**config.mk**
```make
export PLATFORM = sky130hd
export DESIGN_NAME = pkt_framer
export DESIGN_NICKNAME = d
export VERILOG_FILES = /design/src/rtl/pkt_framer_pkg.sv /design/src/rtl/pkt_framer.sv
export SDC_FILE = /design/constraint.sdc
export NUM_CORES = 1
export LEC_CHECK = 0
export CORE_MARGIN = 8
export CORE_UTILIZATION = 23
export CTS_BUF_LIST = sky130_fd_sc_hd__clkbuf_8
export DETAILED_ROUTE_END_ITERATION = 10
export DONT_BUFFER_PORTS = 1
export PLACE_DENSITY = 0.45
export SYNTH_ARGS = -nofsm -noshare
export SYNTH_HDL_FRONTEND = slang
export SYNTH_SLANG_ARGS = --single-unit
```
**constraint.sdc**
```tcl
create_clock -name clk -period 4.3 [get_ports clk]
set_input_delay 0.86 -clock clk [delete_from_list [all_inputs] [get_ports clk]]
set_output_delay 0.86 -clock clk [all_outputs]
set_load 0.02 [all_outputs]
```
**src/rtl/pkt_framer_pkg.sv**
```systemverilog
// Shared definitions for the packet framer and the switch it feeds:
// FSM encoding, header bit layout, port count and descriptor legality check.
package pkt_framer_pkg;

    localparam int NPORTS = 3;

    localparam int LEN_MSB  = 7;
    localparam int LEN_LSB  = 2;
    localparam int PORT_MSB = 1;
    localparam int PORT_LSB = 0;

    typedef logic [1:0] state_t;

    localparam state_t ST_IDLE = 2'd0;
    localparam state_t ST_PAY  = 2'd1;
    localparam state_t ST_GAP  = 2'd2;

    // maxlen counts the header byte, so the payload must stay strictly below it.
    function automatic logic hdr_legal(input logic [1:0] port,
                                       input logic [5:0] len,
                                       input int         maxlen);
        return (32'(port) < NPORTS) && (len != 6'd0) && (int'(len) < maxlen);
    endfunction

endpackage

```
**src/rtl/pkt_framer.sv**
```systemverilog
// Prepends {len,port} to a payload stream; header 1 cycle after descriptor, each byte 1 cycle after its handshake.
// Admits a packet only while f_ready is high in IDLE; payload accepted whenever in PAY, f_ready ignored there.
module pkt_framer
    import pkt_framer_pkg::*;
#(
    parameter int MAXLENGTH = 12,
    parameter int GAP       = 2,
    parameter int CNTW      = 16
) (
    input  logic            clk,
    input  logic            reset,
    input  logic            cmd_valid,
    input  logic [1:0]      cmd_port,
    input  logic [5:0]      cmd_len,
    output logic            cmd_ready,
    input  logic            s_valid,
    input  logic [7:0]      s_data,
    output logic            s_ready,
    output logic            f_valid,
    output logic [7:0]      f_data,
    output logic            f_end,
    input  logic            f_ready,
    output logic            err,
    output logic            busy,
    output logic [CNTW-1:0] pkt_cnt,
    output logic [CNTW-1:0] err_cnt
);

    localparam int GW = (GAP > 1) ? $clog2(GAP) : 1;

    state_t            r_state;
    logic [5:0]        r_len;
    logic [1:0]        r_port;
    logic [5:0]        r_cnt;
    logic [GW-1:0]     r_gap_cnt;
    logic              r_f_valid;
    logic [7:0]        r_f_data;
    logic              r_f_end;
    logic              r_err;
    logic              r_busy;
    logic [CNTW-1:0]   r_pkt_cnt;
    logic [CNTW-1:0]   r_err_cnt;

    state_t            w_state_nxt;
    logic              w_cmd_hs;
    logic              w_s_hs;
    logic              w_legal;
    logic              w_last;
    logic              w_gap_done;

    assign cmd_ready = (r_state == ST_IDLE) && f_ready;
    assign s_ready   = (r_state == ST_PAY);

    assign w_cmd_hs  = cmd_valid && cmd_ready;
    assign w_s_hs    = s_valid && s_ready;
    assign w_legal   = hdr_legal(cmd_port, cmd_len, MAXLENGTH);
    assign w_last    = (r_cnt == (r_len - 6'd1));

    // The f_end cycle is not an idle cycle; the GAP idle cycles are counted after it.
    assign w_gap_done = !r_f_end && (r_gap_cnt == '0);

    always_comb begin
        w_state_nxt = r_state;
        case (r_state)
            ST_IDLE: if (w_cmd_hs && w_legal)  w_state_nxt = ST_PAY;
            ST_PAY:  if (w_s_hs && w_last)     w_state_nxt = ST_GAP;
            ST_GAP:  if (w_gap_done)           w_state_nxt = ST_IDLE;
            default:                           w_state_nxt = ST_IDLE;
        endcase
    end

    always_ff @(posedge clk or negedge reset) begin
        if (!reset) begin
            r_state   <= ST_IDLE;
            r_len     <= '0;
            r_port    <= '0;
            r_cnt     <= '0;
            r_gap_cnt <= '0;
            r_f_valid <= 1'b0;
            r_f_data  <= '0;
            r_f_end   <= 1'b0;
            r_err     <= 1'b0;
            r_busy    <= 1'b0;
            r_pkt_cnt <= '0;
            r_err_cnt <= '0;
        end else begin
            r_state   <= w_state_nxt;
            r_busy    <= (w_state_nxt != ST_IDLE);
            r_f_valid <= 1'b0;
            r_f_data  <= '0;
            r_f_end   <= 1'b0;
            r_err     <= 1'b0;

            case (r_state)
                ST_IDLE: begin
                    if (w_cmd_hs) begin
                        if (w_legal) begin
                            r_len                        <= cmd_len;
                            r_port                       <= cmd_port;
                            r_cnt                        <= '0;
                            r_f_valid                    <= 1'b1;
                            r_f_data[LEN_MSB:LEN_LSB]    <= cmd_len;
                            r_f_data[PORT_MSB:PORT_LSB]  <= cmd_port;
                        end else begin
                            r_err     <= 1'b1;
                            r_err_cnt <= r_err_cnt + CNTW'(1);
                        end
                    end
                end
                ST_PAY: begin
                    if (w_s_hs) begin
                        r_f_valid <= 1'b1;
                        r_f_data  <= s_data;
                        r_cnt     <= r_cnt + 6'd1;
                        if (w_last) begin
                            r_f_end   <= 1'b1;
                            r_pkt_cnt <= r_pkt_cnt + CNTW'(1);
                            r_gap_cnt <= GW'(GAP - 1);
                        end
                    end
                end
                ST_GAP: begin
                    if (!r_f_end && (r_gap_cnt != '0))
                        r_gap_cnt <= r_gap_cnt - GW'(1);
                end
                default: ;
            endcase
        end
    end

    // A packet in flight must always carry a port the switch can route.
    a_port_routable: assert property (@(posedge clk) disable iff (!reset)
        (r_state != ST_IDLE) |-> (32'(r_port) < NPORTS));

    assign f_valid = r_f_valid;
    assign f_data  = r_f_data;
    assign f_end   = r_f_end;
    assign err     = r_err;
    assign busy    = r_busy;
    assign pkt_cnt = r_pkt_cnt;
    assign err_cnt = r_err_cnt;

endmodule

```
==> run_results.csv <==
group,metric,value,unit
drt,routedWlPerCell,16.5,um
pwr,p_leak,1.36,nW
setup_path,max_stage_delay,0.78,ns
global_route,antenna_found_initial,0,
pwr,p_int,1.10,mW
synth,yosysWarnings,0,
drt,routed_wirelength,6500,um
pwr,p_sw,621,uW
cells_and_area,insertedDiodeCount,0,
pwr,power,1.72,mW
sta,fin_tns_setup,0,ns
setup_path,cp_data_required_time,4.51,ns
drt,vias,1769,
sta,skew,0.0106,ns
cells_and_area,drive_gt1_share,12.2,%
sta,setup_viol,0,
setup_path,r2r_slack,1.71,ns
setup_path,worstSetupStartpointType,"flip-flop",
pwr,ir_drop,0.000194,V
placement,dpl-instance-area,0.00288,mm^2
floorplanning,core_area,0.0119,mm^2
clock_tree,cts_root_buffer,"clkbuf_8",
cells_and_area,fin_util,25.9,%
global_route,grt_max_degree,60,
setup_path,critPathCaptureType,"flip-flop",
clock_tree,insertion_delay,0.33,ns
sta,fin_crit_sh,60.2,%
sta,max_freq,387,MHz
clock_tree,cts_buffer_depth,2,
synth,synth.avg_cell_area,11.5,um^2
floorplanning,rows,40,
clock_tree,path_clk_slew,0.07,ns
cells_and_area,instances_no_fill,393,
synth,synth_area_leaders,"dfrtp_1 54%, xnor2_1 10%, nand4_1 3.4%",
setup_path,r2r-start,"r_len[0]",
outcome,status,"completed",
cells_and_area,stdcell_area,0.00308,mm^2
pwr,seqPwrFrac,48.9,%
placement,numPortBuffers,0,
synth,synthArstFlopShare,100,%
floorplanning,initial_core_util,23.2,%
synth,synth_top_area_share,53.7,%
setup_path,reg2reg_to,"pkt_cnt[1]",
synth,syn_area,0.00275,mm^2
clock_tree,cts_tree,"built",
drt,drc_errors,0,
synth,synthCells,238,
drt,postRouteAntennaNets,0,
cells_and_area,area_growth_syn_to_layout,12.0,%
clock_tree,cts_max_level,3,
min_path,hp-class,"primary input to asynchronous set/reset pin",
setup_path,crit_arrival,2.80,ns
global_route,grtUsageTotal,8.67,%
floorplanning,die-width,125,um
sta,rsz0062_at_grt,"false",
setup_path,critPathBufInv,1,
synth,syn-num-nets,263,
clock_tree,cts_setup_buffers,0,
cells_and_area,nets,267,
cells_and_area,fill_cells,1258,
clock_tree,numCtsBuffers,9,
sta,min_period,2.59,ns
pwr,power_switching_share,36.1,%
synth,ys_types,41,
synth,synthFlopType,"dfrtp_1",
floorplanning,ios,67,
clock_tree,clock-sinks,59,
floorplanning,design.die.area,0.0157,mm^2
sta,hold_viol_final,0,
synth,synth_edf_count,0,
clock_tree,cts_resized,0,
sta,tightest_slew,0.852,ns
global_route,overflow,0,
setup_path,reg2reg_depth,7,
synth,synth_area_leader_cell,"dfrtp_1",
drt,drtIter0Drc,70,
global_route,grt_pass1_vias,1841,
floorplanning,die_h,125,um
sta,max-slew-margin-rel,43.0,%
placement,place_congestion,0.737,
placement,dp_hpwl,4750,um
placement,dp_cells,378,
pwr,powerDensity,558,mW/mm^2
pwr,comb_power_share,21.5,%
setup_path,cpLargestDelayFamily,"simple AND/OR/NAND/NOR gates",
clock_tree,postCtsHoldBufs,0,
setup_path,cpMaxStageDelayCell,"nor4b_4",
drt,viasPerCell,4.50,
synth,ys_seq_area_share,53.7,%
setup_path,critical_path_class,"flip-flop to flip-flop",
synth,synth_seq_cells,59,
global_route,grt_first_pass_wirelength,10700,um
setup_path,path_max_fanout,16,
sta,drv_slew,0,
pwr,power_frac_clock,29.7,%
setup_path,cp_cell_sequence,"inv_1 -> ha_1 -> xor2_1 -> nand3_1 -> nor4b_4 -> nand3_2 -> mux2_1",
run,cap_violations,0,
drt,firstDrtPassIters,4,
placed cells by master (no fill, tap or decap), types with 6 or more instances in the layout:
| master | Yosys | final |
|---|---|---|
| and2_1 | 6 | 6 |
| and3_1 | 10 | 10 |
| clkbuf_8 | 0 | 11 |
| dfrtp_1 | 59 | 59 |
| inv_1 | 8 | 10 |
| nand2_1 | 21 | 21 |
| nand3_1 | 7 | 7 |
| nand4_1 | 15 | 15 |
| nor2_1 | 8 | 8 |
| o21ai_0 | 7 | 7 |
| xnor2_1 | 32 | 32 |
| xor2_1 | 7 | 7 |
cells in the mapped netlist (2+ instances only):
cell      n
o21ai_0   7
xor2_1    7
a22o_1    4
buf_6     2
nor2_1    8
and4_1    5
and3_2    2
nor3_1    2
ha_1      4
dfrtp_1  59
nand3_1   7
nand3_2   5
inv_1     8
a21oi_1   3
nor2b_1   4
and2_1    6
nand2_1  21
buf_2     3
or3_1     2
xnor2_1  32
nand4_1  15
and3_1   10
mux2_2    4
power groups by stage:
stage | combinational [mW] | sequential, mW | clock, mW
6_report | 0.368 | 0.840 | 0.510
5_1_grt | 0.423 | 0.860 | 0.549
4_1_cts | 0.373 | 0.845 | 0.530
3_5_place_dp | 0.373 | 0.854 | 0
3_3_place_gp | 0.366 | 0.854 | 0
2_1_floorplan | 0.333 | 0.804 | 0
worst max-delay path by stage:
stage                     startpoint          to  slack [ns]  depth (start not counted)
after floorplan           cmd_len[0]  err_cnt[7]        1.95                          6
after global placement    cmd_len[0]  err_cnt[9]        1.73                          5
after detailed placement    r_len[0]  pkt_cnt[1]        1.70                          7
after CTS                   r_len[0]  pkt_cnt[1]        1.70                          7
after global routing        r_len[0]  pkt_cnt[1]        1.47                          7
final                       r_len[0]  pkt_cnt[1]        1.71                          7
layer usage:
metal	part of all wire [%]	track usage (%)	wire length [um]	up-vias
met5	0	0	0	-
met4	1.7	4.30	108	0
met3	8.9	3.70	577	7
met2	41	11.9	2680	54
met1	48	11.3	3130	864
li1	-	-	-	844
stage by stage:
step / setup slack [ns] / hold WS, ns
5_1_grt: 1.47 / 0.186
4_1_cts: 1.70 / 0.188
2_1_floorplan: 1.95 / 0.457
3_5_place_dp: 1.70 / 0.485
6_report: 1.71 / 0.214
3_3_place_gp: 1.73 / 0.489
layout make-up:
| type | count | area, um^2 | share of cell area [%] |
|---|---|---|---|
| well taps | 147 | 184 | 5.98 |
| clock buffers | 11 | 151 | 4.92 |
| inverters | 8 | 30.0 | 0.976 |
| multi-input cells | 164 | 1190 | 38.8 |
| flip-flops and latches | 59 | 1480 | 48.0 |
| clock inverters | 4 | 42.5 | 1.38 |
logic make-up after synthesis:
group / count (synthesis) / share of synthesized area, %
flip-flops: 59 / 53.7
multiplexers: 5 / 2.05
adder cells (fa/ha/maj): 4 / 1.82
buffers and inverters: 15 / 2.87
AO/OA/AOI/OAI: 21 / 5.64
XOR/XNOR: 39 / 12.4
AND/OR/NAND/NOR: 95 / 21.5
registers in the layout (all words and copies together), names as in the netlist, 2 cells and up:
signal,flops
err_cnt,16
f_data,8
r_state,2
r_cnt,6
r_len,6
pkt_cnt,16
Note: power is estimated with default switching activity, not from simulation.
